**src/rtl/unified_mem_arbiter.sv**
```systemverilog
// rtl/unified_mem_arbiter.sv - IF/MEM arbiter for one single-port fixed-latency unified memory
//
// Serialises instruction-fetch and data-access requests onto one memory port.
// Each access runs ISSUE -> WAIT -> ACK. A new grant can be made in IDLE, or in
// ACK for the requester that is not being acknowledged. MEM has priority by
// default. A streak counter forces an IF grant after MAX_MEM_STREAK consecutive
// MEM grants that IF had to wait through.
//
// Ports:
//   clk, reset              rising-edge clock, asynchronous active-low reset
//   if_req/if_addr          IF read request (level) and address
//   if_rdata/if_ack         fetched word and its one-cycle completion pulse
//   mem_req/mem_we/mem_addr/mem_wdata   MEM request, direction, address, store data
//   mem_rdata/mem_ack       load data and its one-cycle completion pulse
//   ram_en/ram_we/ram_addr/ram_wdata/ram_rdata   memory port
//   stall_if/stall_mem      request pending without ack (combinational)
//   busy                    arbiter is not IDLE
module unified_mem_arbiter #(
    parameter int AW             = 32,
    parameter int DW             = 32,
    parameter int LATENCY        = 2,
    parameter int MAX_MEM_STREAK = 4
) (
    input  logic          clk,
    input  logic          reset,
    input  logic          if_req,
    input  logic [AW-1:0] if_addr,
    output logic [DW-1:0] if_rdata,
    output logic          if_ack,
    input  logic          mem_req,
    input  logic          mem_we,
    input  logic [AW-1:0] mem_addr,
    input  logic [DW-1:0] mem_wdata,
    output logic [DW-1:0] mem_rdata,
    output logic          mem_ack,
    output logic          ram_en,
    output logic          ram_we,
    output logic [AW-1:0] ram_addr,
    output logic [DW-1:0] ram_wdata,
    input  logic [DW-1:0] ram_rdata,
    output logic          stall_if,
    output logic          stall_mem,
    output logic          busy
);

    localparam int CW = 4;
    localparam logic [CW-1:0] LAT_INIT   = CW'(LATENCY);
    localparam logic [CW-1:0] STREAK_MAX = CW'(MAX_MEM_STREAK);

    typedef enum logic [1:0] {
        S_IDLE  = 2'd0,
        S_ISSUE = 2'd1,
        S_WAIT  = 2'd2,
        S_ACK   = 2'd3
    } state_t;

    state_t        state_q, state_d;
    logic [CW-1:0] cnt_q, cnt_d;
    logic [CW-1:0] streak_q, streak_d;
    logic          owner_mem_q, owner_mem_d;   // 1: access in flight belongs to MEM
    logic          ram_en_q, ram_en_d;
    logic          ram_we_q, ram_we_d;
    logic [AW-1:0] ram_addr_q, ram_addr_d;
    logic [DW-1:0] ram_wdata_q, ram_wdata_d;
    logic [DW-1:0] if_rdata_q, if_rdata_d;
    logic [DW-1:0] mem_rdata_q, mem_rdata_d;
    logic          if_ack_q, if_ack_d;
    logic          mem_ack_q, mem_ack_d;
    logic          busy_q, busy_d;

    logic can_grant;
    logic mem_ok;
    logic if_ok;
    logic grant_mem;
    logic grant_if;

    always_comb begin
        // In ACK the requester just served is excluded so its still-high level
        // request is not mistaken for a new one.
        can_grant = (state_q == S_IDLE) || (state_q == S_ACK);
        mem_ok    = mem_req && !((state_q == S_ACK) && owner_mem_q);
        if_ok     = if_req && !((state_q == S_ACK) && !owner_mem_q);
        grant_mem = can_grant && mem_ok && !(if_ok && (streak_q == STREAK_MAX));
        grant_if  = can_grant && if_ok && !grant_mem;
    end

    always_comb begin
        state_d     = state_q;
        cnt_d       = cnt_q;
        streak_d    = streak_q;
        owner_mem_d = owner_mem_q;
        ram_en_d    = 1'b0;
        ram_we_d    = ram_we_q;
        ram_addr_d  = ram_addr_q;
        ram_wdata_d = ram_wdata_q;
        if_rdata_d  = if_rdata_q;
        mem_rdata_d = mem_rdata_q;
        if_ack_d    = 1'b0;
        mem_ack_d   = 1'b0;

        case (state_q)
            S_IDLE, S_ACK: begin
                if (grant_mem) begin
                    ram_addr_d  = mem_addr;
                    ram_we_d    = mem_we;
                    ram_wdata_d = mem_wdata;
                    owner_mem_d = 1'b1;
                    // Only MEM grants that IF had to wait through count.
                    if (if_req) begin
                        streak_d = (streak_q == STREAK_MAX) ? streak_q : streak_q + 1'b1;
                    end else begin
                        streak_d = '0;
                    end
                end else if (grant_if) begin
                    ram_addr_d  = if_addr;
                    ram_we_d    = 1'b0;
                    owner_mem_d = 1'b0;
                    streak_d    = '0;
                end

                if (grant_mem || grant_if) begin
                    ram_en_d = 1'b1;
                    cnt_d    = LAT_INIT;
                    state_d  = S_ISSUE;
                end else begin
                    state_d = S_IDLE;
                end
            end

            S_ISSUE: begin
                cnt_d   = cnt_q - 1'b1;
                state_d = S_WAIT;
            end

            S_WAIT: begin
                // cnt reaching zero marks the cycle in which ram_rdata is valid.
                if (cnt_q == '0) begin
                    if (owner_mem_q) begin
                        mem_ack_d = 1'b1;
                        if (!ram_we_q) begin
                            mem_rdata_d = ram_rdata;
                        end
                    end else begin
                        if_ack_d   = 1'b1;
                        if_rdata_d = ram_rdata;
                    end
                    state_d = S_ACK;
                end else begin
                    cnt_d = cnt_q - 1'b1;
                end
            end

            default: state_d = S_IDLE;
        endcase

        busy_d = (state_d != S_IDLE);
    end

    always_ff @(posedge clk or negedge reset) begin
        if (!reset) begin
            state_q     <= S_IDLE;
            cnt_q       <= '0;
            streak_q    <= '0;
            owner_mem_q <= 1'b0;
            ram_en_q    <= 1'b0;
            ram_we_q    <= 1'b0;
            ram_addr_q  <= '0;
            ram_wdata_q <= '0;
            if_rdata_q  <= '0;
            mem_rdata_q <= '0;
            if_ack_q    <= 1'b0;
            mem_ack_q   <= 1'b0;
            busy_q      <= 1'b0;
        end else begin
            state_q     <= state_d;
            cnt_q       <= cnt_d;
            streak_q    <= streak_d;
            owner_mem_q <= owner_mem_d;
            ram_en_q    <= ram_en_d;
            ram_we_q    <= ram_we_d;
            ram_addr_q  <= ram_addr_d;
            ram_wdata_q <= ram_wdata_d;
            if_rdata_q  <= if_rdata_d;
            mem_rdata_q <= mem_rdata_d;
            if_ack_q    <= if_ack_d;
            mem_ack_q   <= mem_ack_d;
            busy_q      <= busy_d;
        end
    end

    assign ram_en    = ram_en_q;
    assign ram_we    = ram_we_q;
    assign ram_addr  = ram_addr_q;
    assign ram_wdata = ram_wdata_q;
    assign if_rdata  = if_rdata_q;
    assign mem_rdata = mem_rdata_q;
    assign if_ack    = if_ack_q;
    assign mem_ack   = mem_ack_q;
    assign busy      = busy_q;
    assign stall_if  = if_req & ~if_ack_q;
    assign stall_mem = mem_req & ~mem_ack_q;

endmodule

```
**config.mk**
```make
export PLATFORM = sky130hd
export DESIGN_NAME = unified_mem_arbiter
export DESIGN_NICKNAME = d
export VERILOG_FILES = /design/src/rtl/unified_mem_arbiter.sv
export SDC_FILE = /design/constraint.sdc
export NUM_CORES = 1
export LEC_CHECK = 0
export CORE_AREA = 2 2 137 126
export CTS_CLUSTER_SIZE = 28
export DETAILED_ROUTE_END_ITERATION = 10
export DIE_AREA = 0 0 139 128
export PLACE_DENSITY = 0.83
export SYNTH_ARGS = -nofsm -noshare
export SYNTH_HDL_FRONTEND = slang
export SYNTH_SLANG_ARGS = --single-unit
```
**constraint.sdc**
```tcl
create_clock -name clk -period 1.88 [get_ports clk]
set_input_delay 0.376 -clock clk [delete_from_list [all_inputs] [get_ports clk]]
set_output_delay 0.376 -clock clk [all_outputs]
set_load 0.02 [all_outputs]
```
==> impl_metrics.ini <==
[cells_and_area]
syn_to_final_growth_pct = 57.6
antenna_cells = 0
final_nets = 945
drive_gt1_share_pct = 19.9

[timing]
tightest_slew_ns = 0.346
setup-violations-final = 0
finalHoldWorstSlack_ns = 0.369
min_period_ns = 1.82
setup_slack_ns = 0.0633
final_max_slew_viol_count = 0
rsz0062_at_grt = no
max_freq_ghz = 0.550
finalHoldViolCount = 0
max_slew_margin_pct = 76.9
clock_skew_ns = 0.00963
fin_tns_setup_ns = 0
min_period_over_period_pct = 96.6

[route]
dr.pass1.iters = 4
detail-route-antenna-nets = 0
first_iter_violations = 169
wirelength_mm = 16.6
wl_per_cell_um = 16.1
vias = 4929
drc = 0
drt-vias-per-instance = 4.79

[power]
leakage_nw = 4.24
ir_drop_mv = 1.08
p_per_area_mw_per_mm2 = 1950

[logic_synthesis]
synth_edf_count = 0
ys_warn_count = 0
synth_top_area_share_pct = 57.6
ys.flop_type = dfrtp_1
ys_async_sr_fraction_pct = 100
synthMostInstantiatedCell = dfrtp_1
synthCells = 526
syn_area_mm2 = 0.00625
ys_ff_latch = 144
avgSynthCellArea_um2 = 11.9
yosysTopAreaCell = dfrtp_1
synth.area.top_cells = dfrtp_1 58%, nand2_1 8.1%, a21oi_2 7.0%
yosysSeqAreaShare_pct = 57.6
synth_common_cells = 144 x dfrtp_1, 135 x nand2_1, 50 x a21oi_2, 35 x mux2_2, 30 x mux2_1
synth_fp_nets = 665
synth_cell_types = 43

[setup_path]
crit_path_cell_trace = clkdlybuf4s50_1
crit_family = buffers and inverters
startpoint_type = flip-flop
path_class = flip-flop to primary output
crit_required_ns = 1.50
cp-end-kind = primary output
crit_path_max_fanout = 3
critPathMaxStageDelay_ns = 0.64
critPathSlowestCell = clkdlybuf4s50_1
worstPathArrival_ns = 1.44
path_buf_inv = 1

[clocking]
h-tree-depth = 4
postCtsSetupRepairBufs = 0
clk_pin_slew_ns = 0.06
cts_sinks = 144
cts_buffer_depth = 2
cts_root_buffer = clkbuf_16
cts_tree = yes
cts_inserted_buffers = 17
clk_latency_ns = 0.41

[die]
die_h_um = 128
boundaryPins = 268
die_x_um = 139
core_area_mm2 = 0.0164
die-area_mm2 = 0.0178
rows = 45
start_util_pct = 38.0

[global_route]
grt_max_degree = 53
antenna_found_initial = 0
grt_use_total_pct = 18.7
grt_pass1_vias = 5114
globalRouteOverflowTotal = 0
grt_pass1_wl_mm = 26.5

[placement]
numPortBuffers = 267
place_ws_ns = -0.206
gp_congestion = 0.772
dpl.hpwl_mm = 12.0

[status]
outcome = finished clean

[worst_hold_path]
hold_class = input pin to asynchronous set/reset pin

[job]
drv_cap = 0
worst paths after layout:
| check | startpoint | to | slack, ns | cells past startpoint |
|---|---|---|---|---|
| max | ram_we | ram_we | 0.06 | 1 |
| min | reset | if_rdata[25] | 0.37 | 2 |
| max reg2reg | state_q[0] | ram_addr[6] | 0.11 | 6 |
| min reg2reg | ram_wdata[3] | ram_wdata[3] | 0.47 | 2 |
| max in group asynchronous | reset | if_rdata[2] | 0.91 | 3 |
| min in group clk | ram_wdata[3] | ram_wdata[3] | 0.47 | 2 |
where the power goes:
part	switching, mW	total, mW	internal, mW
combinational	5.31	10.1	4.83
clock	1.33	3.59	2.26
sequential	0.852	5.52	4.66
total	7.49	19.2	11.8
metrics by stage:
stage	util [%]	instances	cell area (µm²)	power, mW
finish	59.9	1030	9850	19.2
global route	59.9	1030	9850	20.4
global placement	56.0	997	9210	15.5
CTS	59.9	1030	9850	19.5
detailed placement	56.0	997	9210	15.8
floorplan	-	526	6250	11.6
state kept, by name, indices dropped and copies added (netlist names):
| name | cells |
|---|---|
| ram_wdata | 32 |
| if_ack | 1 |
| busy | 1 |
| ram_addr | 32 |
| cnt_q | 4 |
| state_q | 2 |
| mem_rdata | 32 |
| owner_mem_q | 1 |
| ram_en | 1 |
| mem_ack | 1 |
| streak_q | 4 |
| ram_we | 1 |
| if_rdata | 32 |
timing repair:
action / 4_1_cts / 5_1_grt
pin swaps: 0 / 1
gates resized for setup: 3 / 1
endpoints found under the setup margin: 3 / 1
hold endpoints to repair: 13 / 0
hold buffers: 1 / 0
cell usage in the layout, fill, tap and decap left out, types with 2 or more instances in the layout:
master / Yosys / routed
a22oi_1: 2 / 2
a21oi_1: 16 / 15
clkinvlp_4: 0 / 2
clkinv_4: 0 / 2
dfrtp_1: 144 / 144
a31oi_1: 2 / 2
a22o_1: 2 / 2
a21oi_2: 50 / 51
dlygate4sd2_1: 0 / 3
bufinv_16: 0 / 4
inv_1: 8 / 8
nand3_1: 3 / 3
inv_2: 2 / 2
and2_1: 2 / 2
clkbuf_16: 0 / 17
ha_1: 6 / 6
inv_6: 0 / 2
mux2_1: 30 / 30
buf_12: 4 / 11
mux2_2: 35 / 35
nand2_1: 135 / 135
clkinv_2: 0 / 3
nor2_1: 25 / 25
nor2_2: 12 / 11
buf_4: 4 / 11
clkdlybuf4s50_1: 0 / 263
layer usage:
metal | share of wire [%] | track usage (%) | vias up
met1 | 41 | 22.5 | 2404
li1 | - | - | 2316
met2 | 49 | 31.2 | 180
met4 | 2.1 | 6.48 | 0
met3 | 8.1 | 7.10 | 29
met5 | 0 | 0 | -
logic make-up after synthesis:
logic type | count (synthesis) | share of synthesized area, %
AOI/OAI and AO/OA | 82 | 10.9
xor gates and xnor gates | 2 | 0.280
adders and majority gates | 6 | 1.20
buffers and inverters | 39 | 5.14
DFF | 144 | 57.6
muxes | 66 | 11.9
and+or+nand+nor | 187 | 12.9
area by class of cell:
cell class | instances | area (µm²)
repair buffers | 290 | 2980
multi-input cells | 343 | 2340
inverters | 10 | 37.5
flip-flops and latches | 144 | 3600
clock buffers | 19 | 443
fillers | 1334 | 6590
clock inverters | 13 | 185
well taps | 211 | 264
No activity file was read; power rests on OpenSTA's default activity.
